<file path="src/rtl/bcd2bin_seq_if.sv">
// ============================================================================
//  Module      : bcd2bin_seq_if
//  Description : start/busy/done request bundle for the BCD-to-binary converter
//  Revision    : 1.0  initial release
// ============================================================================
`default_nettype none

interface bcd2bin_seq_if #(
  parameter int DIGITS = 3,
  parameter int BIN_W  = 10
);
  logic                  start;
  logic [4*DIGITS-1:0]   bcd_in;
  logic                  busy;
  logic                  done;
  logic [BIN_W-1:0]      bin_out;
  logic                  err;

  modport master (
    output start, bcd_in,
    input  busy, done, bin_out, err
  );

  modport slave (
    input  start, bcd_in,
    output busy, done, bin_out, err
  );
endinterface

`default_nettype wire

</file>
<file path="src/rtl/bcd2bin_seq.sv">
// ============================================================================
//  Module      : bcd2bin_seq
//  Description : sequential BCD-to-binary converter, reverse double dabble
//  Revision    : 1.0  initial release
// ============================================================================
`default_nettype none

module bcd2bin_seq #(
  parameter int DIGITS = 3,
  parameter int BIN_W  = 10
) (
  input  wire logic       clk,
  input  wire logic       rst_n,
  bcd2bin_seq_if.slave    bus
);

  localparam int c_bcd_w = 4 * DIGITS;
  localparam int c_cnt_w = $clog2(BIN_W + 1);
  localparam logic [c_cnt_w-1:0] c_last = c_cnt_w'(BIN_W - 1);

  localparam logic [0:0] c_idle  = 1'b0;
  localparam logic [0:0] c_shift = 1'b1;

  logic [0:0]          r_state;
  logic [0:0]          w_state_nxt;
  logic [c_bcd_w-1:0]  r_bcd_sr;
  logic [BIN_W-1:0]    r_bin_sr;
  logic [c_cnt_w-1:0]  r_cnt;
  logic [BIN_W-1:0]    r_bin_out;
  logic                r_err;
  logic                r_done;
  logic                w_busy;

  logic [c_bcd_w-1:0]  w_bcd_sh;
  logic [c_bcd_w-1:0]  w_bcd_fix;
  logic [BIN_W-1:0]    w_bin_sh;
  logic [DIGITS-1:0]   w_dig_bad;
  logic                w_bad;
  logic                w_last;

  assign w_bcd_sh = {1'b0, r_bcd_sr[c_bcd_w-1:1]};
  assign w_bin_sh = {r_bcd_sr[0], r_bin_sr[BIN_W-1:1]};
  assign w_bad    = |w_dig_bad;
  assign w_last   = (r_cnt == c_last);

  // A digit that reads >= 8 after the shift held an odd tens-weight bit; subtract 3 to re-weight.
  generate
    for (genvar i = 0; i < DIGITS; i++) begin : g_digit
      logic [3:0] w_d;
      assign w_d = w_bcd_sh[4*i +: 4];
      assign w_bcd_fix[4*i +: 4] = w_d[3] ? (w_d - 4'd3) : w_d;
      assign w_dig_bad[i] = bus.bcd_in[4*i+3] & (bus.bcd_in[4*i+2] | bus.bcd_in[4*i+1]);
    end
  endgenerate

  always_ff @(posedge clk) begin
    if (!rst_n) begin
      r_state <= c_idle;
    end else begin
      r_state <= w_state_nxt;
    end
  end

  always_comb begin
    w_state_nxt = r_state;
    case (r_state)
      c_idle:  if (bus.start && !w_bad) w_state_nxt = c_shift;
      c_shift: if (w_last) w_state_nxt = c_idle;
      default: w_state_nxt = c_idle;
    endcase
  end

  always_comb begin
    w_busy = 1'b0;
    if (r_state == c_shift) w_busy = 1'b1;
  end

  always_ff @(posedge clk) begin
    if (!rst_n) begin
      r_bcd_sr  <= '0;
      r_bin_sr  <= '0;
      r_cnt     <= '0;
      r_bin_out <= '0;
      r_err     <= 1'b0;
      r_done    <= 1'b0;
    end else begin
      r_done <= 1'b0;
      case (r_state)
        c_idle: begin
          if (bus.start) begin
            if (w_bad) begin
              r_bin_out <= '0;
              r_err     <= 1'b1;
              r_done    <= 1'b1;
            end else begin
              r_bcd_sr <= bus.bcd_in;
              r_bin_sr <= '0;
              r_cnt    <= '0;
            end
          end
        end
        c_shift: begin
          r_bcd_sr <= w_bcd_fix;
          r_bin_sr <= w_bin_sh;
          r_cnt    <= r_cnt + 1'b1;
          if (w_last) begin
            r_bin_out <= w_bin_sh;
            r_err     <= 1'b0;
            r_done    <= 1'b1;
          end
        end
        default: ;
      endcase
    end
  end

  assign bus.busy    = w_busy;
  assign bus.done    = r_done;
  assign bus.bin_out = r_bin_out;
  assign bus.err     = r_err;

endmodule

`default_nettype wire

</file>
<file path="src/flat_wrapper.sv">
// flat-port wrapper written by rule: the top's interface ports become plain ports
module bcd2bin_seq_flat 
#(
  parameter int DIGITS = 3,
  parameter int BIN_W  = 10
)
  (clk, rst_n, bus_start, bus_bcd_in, bus_busy, bus_done, bus_bin_out, bus_err);
  bcd2bin_seq_if #(.DIGITS(DIGITS), .BIN_W(BIN_W)) bus_i ();
  input  wire logic clk;
  input  wire logic rst_n;
  input wire logic [$bits(bus_i.start)-1:0] bus_start;
  input wire logic [$bits(bus_i.bcd_in)-1:0] bus_bcd_in;
  output wire logic [$bits(bus_i.busy)-1:0] bus_busy;
  output wire logic [$bits(bus_i.done)-1:0] bus_done;
  output wire logic [$bits(bus_i.bin_out)-1:0] bus_bin_out;
  output wire logic [$bits(bus_i.err)-1:0] bus_err;
  assign bus_i.start = bus_start;
  assign bus_i.bcd_in = bus_bcd_in;
  assign bus_busy = bus_i.busy;
  assign bus_done = bus_i.done;
  assign bus_bin_out = bus_i.bin_out;
  assign bus_err = bus_i.err;
  bcd2bin_seq #(.DIGITS(DIGITS), .BIN_W(BIN_W)) u_core (.clk(clk), .rst_n(rst_n), .bus(bus_i));
endmodule
</file>
<file path="config.mk">
export PLATFORM = sky130hd
export DESIGN_NAME = bcd2bin_seq_flat
export DESIGN_NICKNAME = d
export VERILOG_FILES = /design/src/rtl/bcd2bin_seq_if.sv /design/src/rtl/bcd2bin_seq.sv /design/src/flat_wrapper.sv
export SDC_FILE = /design/constraint.sdc
export NUM_CORES = 1
export LEC_CHECK = 0
export CAP_MARGIN = 20
export CORE_MARGIN = 5
export CORE_UTILIZATION = 45
export DETAILED_ROUTE_END_ITERATION = 16
export GPL_TIMING_DRIVEN = 0
export PLACE_DENSITY = 0.81
export SETUP_SLACK_MARGIN = 0.4
export SYNTH_ARGS = -nofsm -noshare
export SYNTH_HDL_FRONTEND = slang
export SYNTH_SLANG_ARGS = --single-unit
</file>
<file path="constraint.sdc">
create_clock -name clk -period 3.25 [get_ports clk]
set_clock_uncertainty 0.2 [all_clocks]
set_input_delay 0.65 -clock clk [delete_from_list [all_inputs] [get_ports clk]]
set_output_delay 0.65 -clock clk [all_outputs]
set_load 0.05 [all_outputs]
</file>
[Word level (Yosys, flattened, before mapping)]
Cells that the tools add are included.
Storage, ports and cells
  flip-flop bits (word level): 39
Cells by class
  add/subtract/negate cells: 3
  reductions and logical operators: 5
  multiplexer cells: 27
  bitwise gates (word level): 7
  equality and inequality tests: 5
Operators by type and width (number)
  10-bit 2-to-1 mux: 5
  10-bit one-hot mux with 2 select lines: 2
  12-bit 2-to-1 mux: 2
  12-bit one-hot mux with 2 select lines: 1
  4-bit 2-to-1 mux: 4
  1-bit 2-to-1 mux: 9
  4-bit one-hot mux with 2 select lines: 1
  4-bit by 2-bit subtractor with 4-bit output, second input constant: 2
  2-bit inequality test, second input constant: 3
  1-bit one-hot mux with 2 select lines: 3
  4-bit by 1-bit adder with 4-bit output, second input constant: 1
  4-bit equality test, second input constant: 1
  1-bit bitwise AND: 3
  1-bit OR: 3
  3-bit AND reduction: 1
  3-bit OR reduction: 1
  2-bit by 1-bit inequality test with 1-bit output, second input constant: 1
  2-bit AND reduction: 1
  1-bit logical AND: 1
  1-bit zero test: 1
  1-bit NOT: 1

[Depth between registers and ports, before layout]
  depth after elaboration: 7
  mapped depth: 6
  depth with buffers taken out: 6

[Worst setup path after synthesis]
Ideal clock, no wire load.
  path kind: input port to flip-flop
  start: input port bus_bcd_in[2]
  end: register u_core.r_bcd_sr[10]
  path slack: 1.436 ns
  data required time: 2.928 ns
  cell stages on the path: 4
  arrival: 1.492 ns
  library setup time: 0.122 ns
  path buffers: 0
  cell sequence: o21ai_2 -> a41oi_4 -> and2_1 -> a221o_1
Between the ends
  longest elaborated chain between the ends: 5
RTL lines
  start, declared: line flat_wrapper.sv:12  | input wire logic [$bits(bus_i.bcd_in)-1:0] bus_bcd_in;
  1-bit OR: line bcd2bin_seq.sv:52  | assign w_dig_bad[i] = bus.bcd_in[4*i+3] & (bus.bcd_in[4*i+2] | bus.bcd_in[4*i+1]);
  1-bit bitwise AND: line bcd2bin_seq.sv:52
  3-bit OR reduction: line bcd2bin_seq.sv:43  | assign w_bad = |w_dig_bad;
  2-bit inequality test (no source line)
  2-bit AND reduction (no source line)
  end signal, assigned: line bcd2bin_seq.sv:96  | r_bcd_sr <= bus.bcd_in;
  end signal, assigned: line bcd2bin_seq.sv:103  | r_bcd_sr <= w_bcd_fix;
  end, declared: line bcd2bin_seq.sv:26  | logic [c_bcd_w-1:0] r_bcd_sr;
Every way passes these cells.
A chain may end at the register's enable or synchronous reset.

[Worst setup path after layout]
  start: register u_core.r_state
  end: output port bus_busy
Between the ends
  longest elaborated chain between the ends: 1
RTL lines
  start, declared: line bcd2bin_seq.sv:24  | logic [0:0] r_state;
  start signal, assigned: line bcd2bin_seq.sv:58  | r_state <= c_idle;
  start signal, assigned: line bcd2bin_seq.sv:60  | r_state <= w_state_nxt;
  1-bit 2-to-1 mux: line bcd2bin_seq.sv:75  | if (r_state == c_shift) w_busy = 1'b1;
  end, declared: line flat_wrapper.sv:13  | output wire logic [$bits(bus_i.busy)-1:0] bus_busy;
Every way passes these cells.

==> summary.md <==
| Metric | Value |
|---|---|
| Mapped Avg Cell Area | 10.9 µm² |
| Mapped Area | 0.00158 mm² |
| Post-CTS setup buffers | 0 |
| Worst Setup Start Kind | flip-flop |
| Total number of vias | 1268 |
| Placed inst area | 0.00189 mm² |
| Crit path max-delay cell type | clkdlybuf4s50_1 |
| Area grow syn2layout | 26.9% |
| Post-DR wirelength/cell | 14.9 µm |
| Worst-path clk slew | 0.11 ns |
| HPWL Detailed | 2520 µm |
| Nets | 197 |
| Layout cells sized above 1 | 0.134 |
| DIE AREA | 0.00479 mm² |
| Peak supply drop | 0.311 mV |
| Ant diodes | 0 |
| Num rows | 21 |
| Die Wd | 69.2 µm |
| Final min period | 2.48 ns |
| TritonCTS clock tree | yes |
| Comb power frac | 0.107 |
| Commonest non-fill, non-tap cells in the layout | dfxtp_1, clkdlybuf4s50_1, a22o_1, nand2_1, a221o_1 |
| Pin count of the biggest net entering global routing | 14 |
| Pint | 764 µW |
| CTS buffer count | 5 |
| Starting density of the core | 0.469 |
| Initial antenna violation count | 0 |
| First-pass DRT Iterations | 4 |
| Crit-path cells | clkdlybuf4s50_1 |
| Max-slew violation total from the final report | 0 |
| Clock Latency Late Sink | 0.35 ns |
| Area of the multi-input gates | 779 µm² |
| Crit path DAT | 1.63 ns |
| Clk pwr share | 0.404 |
| Antenna viol nets, final | 0 |
| H-Tree Depth | 2 |
| Reg area | 761 µm² |
| Finished layout cell area | 0.00200 mm² |
| # resized after CTS | 0 |
| Setup Viol. Count Final | 0 |
| Final hold vios | 0 |
| Cells after synthesis | 145 |
| Overflow after GRT | 0 |
| Commonest non-fill, non-tap cell in the layout | dfxtp_1 |
| Buf+Inv Stages, Crit Path | 1 |
| Leakage | 0.753 nW |
| Relative slew slack | 0.667 |
| Post-synthesis sequential area ratio | 0.483 |
| Synthesis Warnings | 0 |
| Clock Tree Buf Depth | 2 |
| Final wirelength | 3350 µm |
| DR DRC count | 0 |
| Tcrit/Tclk final | 0.764 |
| Min-delay worst type | reg -> reg |
| Routability cong. | 0.839 |
| Delay of the slowest cell on the worst path | 0.84 ns |
| Cts hold-fix bufs | 0 |
| IO Count | 28 |
| Status | finished, final reports clean |
| Sequential power share | 0.489 |
| Port buffer count | 26 |
| Synth Register Bits | 38 |
| Starting DRC count in detailed routing | 85 |
| Max Fclk | 403 MHz |
| Crit Path Class | reg -> out |
| Fin Setup TNS | 0 ns |
| Power per cell area | 499 mW/mm² |
| Worst slew pin tran | 0.498 ns |
| Crit Path Max Fanout | 7 |
| Synth Net Count | 164 |
| Unique masters post-synth | 36 |
| Total of max-cap violations | 0 |
| Critical Path RT | 2.40 ns |
| Clock Sinks | 38 |
| Setup repair after global routing missed its margin | false |
| Vias in the first global route | 1284 |
| Via density | 5.64 |
| Worst setup EP type | output pin |
| First-pass GRT wire length | 5680 µm |
| Sw Pwr | 235 µW |
| Gr usage total | 0.144 |
| Switching Fraction | 0.235 |
| Clock root cell | clkbuf_4 |
| Fillcell total | 292 |
| Core area | 0.00336 mm² |
| Total power | 999 µW |
| CP delay by family, top | buffers and inverters |
| Chip height | 69.2 µm |
-- cell type report --
cell class	count	area share
multi-input cells	99	0.390
clock buffers	5	0.0188
plain buffers	4	0.0106
well taps	46	0.0288
inverters	4	0.00750
clock inverters	3	0.0344
flip-flops and latches	38	0.380
repair buffers	26	0.130
-- power by group through the flow --
stage / logic, mW / registers [mW] / clock network, mW
floorplan: 0.0578 / 0.505 / 0
global placement: 0.103 / 0.498 / 0
detailed placement: 0.106 / 0.499 / 0
CTS: 0.107 / 0.488 / 0.407
global route: 0.114 / 0.490 / 0.437
finish: 0.107 / 0.488 / 0.404
-- metal layers --
metal  share of wire  vias up  track usage
met5               0        -            0
met4           0.011        0       0.0390
met3           0.065        6       0.0681
met2            0.51       48        0.250
met1            0.41      606        0.158
li1                -      608            -
-- stage by stage --
step	hold slack [ns]	setup WS (ns)	cells	util
floorplan	0.243	1.44	145	-
CTS	0.275	0.749	225	0.595
detailed placement	0.259	0.812	217	0.563
global placement	0.245	0.844	217	0.563
global route	0.322	0.674	225	0.595
finish	0.271	0.766	225	0.595
-- flip-flops by register name (all words and copies together), names as in the netlist --
name	count
u_core.bus.bin_out	10
u_core.r_bin_sr	9
u_core.bus.done	1
u_core.bus.err	1
u_core.r_bcd_sr	12
u_core.r_state	1
u_core.r_cnt	4
-- cell families after synthesis --
kind of cell / Yosys count / share of synthesized area
compound gates: 46 / 0.273
xor+xnor: 4 / 0.0222
fa+ha+maj: 4 / 0.0317
buf+inv: 8 / 0.0230
flops: 38 / 0.483
mux: 4 / 0.0254
simple gates: 41 / 0.142
-- path summary, 6_finish.rpt --
check	from	to	slack, ns	cells after the start
worst max-delay path	u_core.r_state	bus_busy	0.77	1
worst min-delay path	u_core.bus.err	u_core.bus.err	0.27	2
worst max register to register	u_core.r_cnt[1]	u_core.bus.bin_out[2]	1.52	6
worst min register to register	u_core.bus.err	u_core.bus.err	0.27	2
-- synthesized netlist by cell type (all sizes together) --
cell type / number / share of area
a211oi: 1 / 0.0048
a21oi: 6 / 0.026
a221o: 6 / 0.038
a22o: 19 / 0.11
a311oi: 2 / 0.011
a41oi: 2 / 0.023
and2: 4 / 0.016
and2b: 1 / 0.0056
and3b: 1 / 0.0056
buf: 3 / 0.011
clkbuf: 1 / 0.0024
dfxtp: 38 / 0.48
ha: 4 / 0.032
inv: 4 / 0.0095
mux2i: 4 / 0.025
nand2: 16 / 0.038
nand2b: 3 / 0.012
nand3: 2 / 0.0095
nand4: 1 / 0.0079
nand4b: 1 / 0.0056
nor2: 7 / 0.020
nor2b: 3 / 0.012
nor3: 1 / 0.0032
o21a: 1 / 0.0048
o21ai: 5 / 0.033
o221ai: 2 / 0.019
o22ai: 2 / 0.0079
or3: 1 / 0.0071
xnor2: 4 / 0.022
No activity file was read; power rests on OpenSTA's default activity.
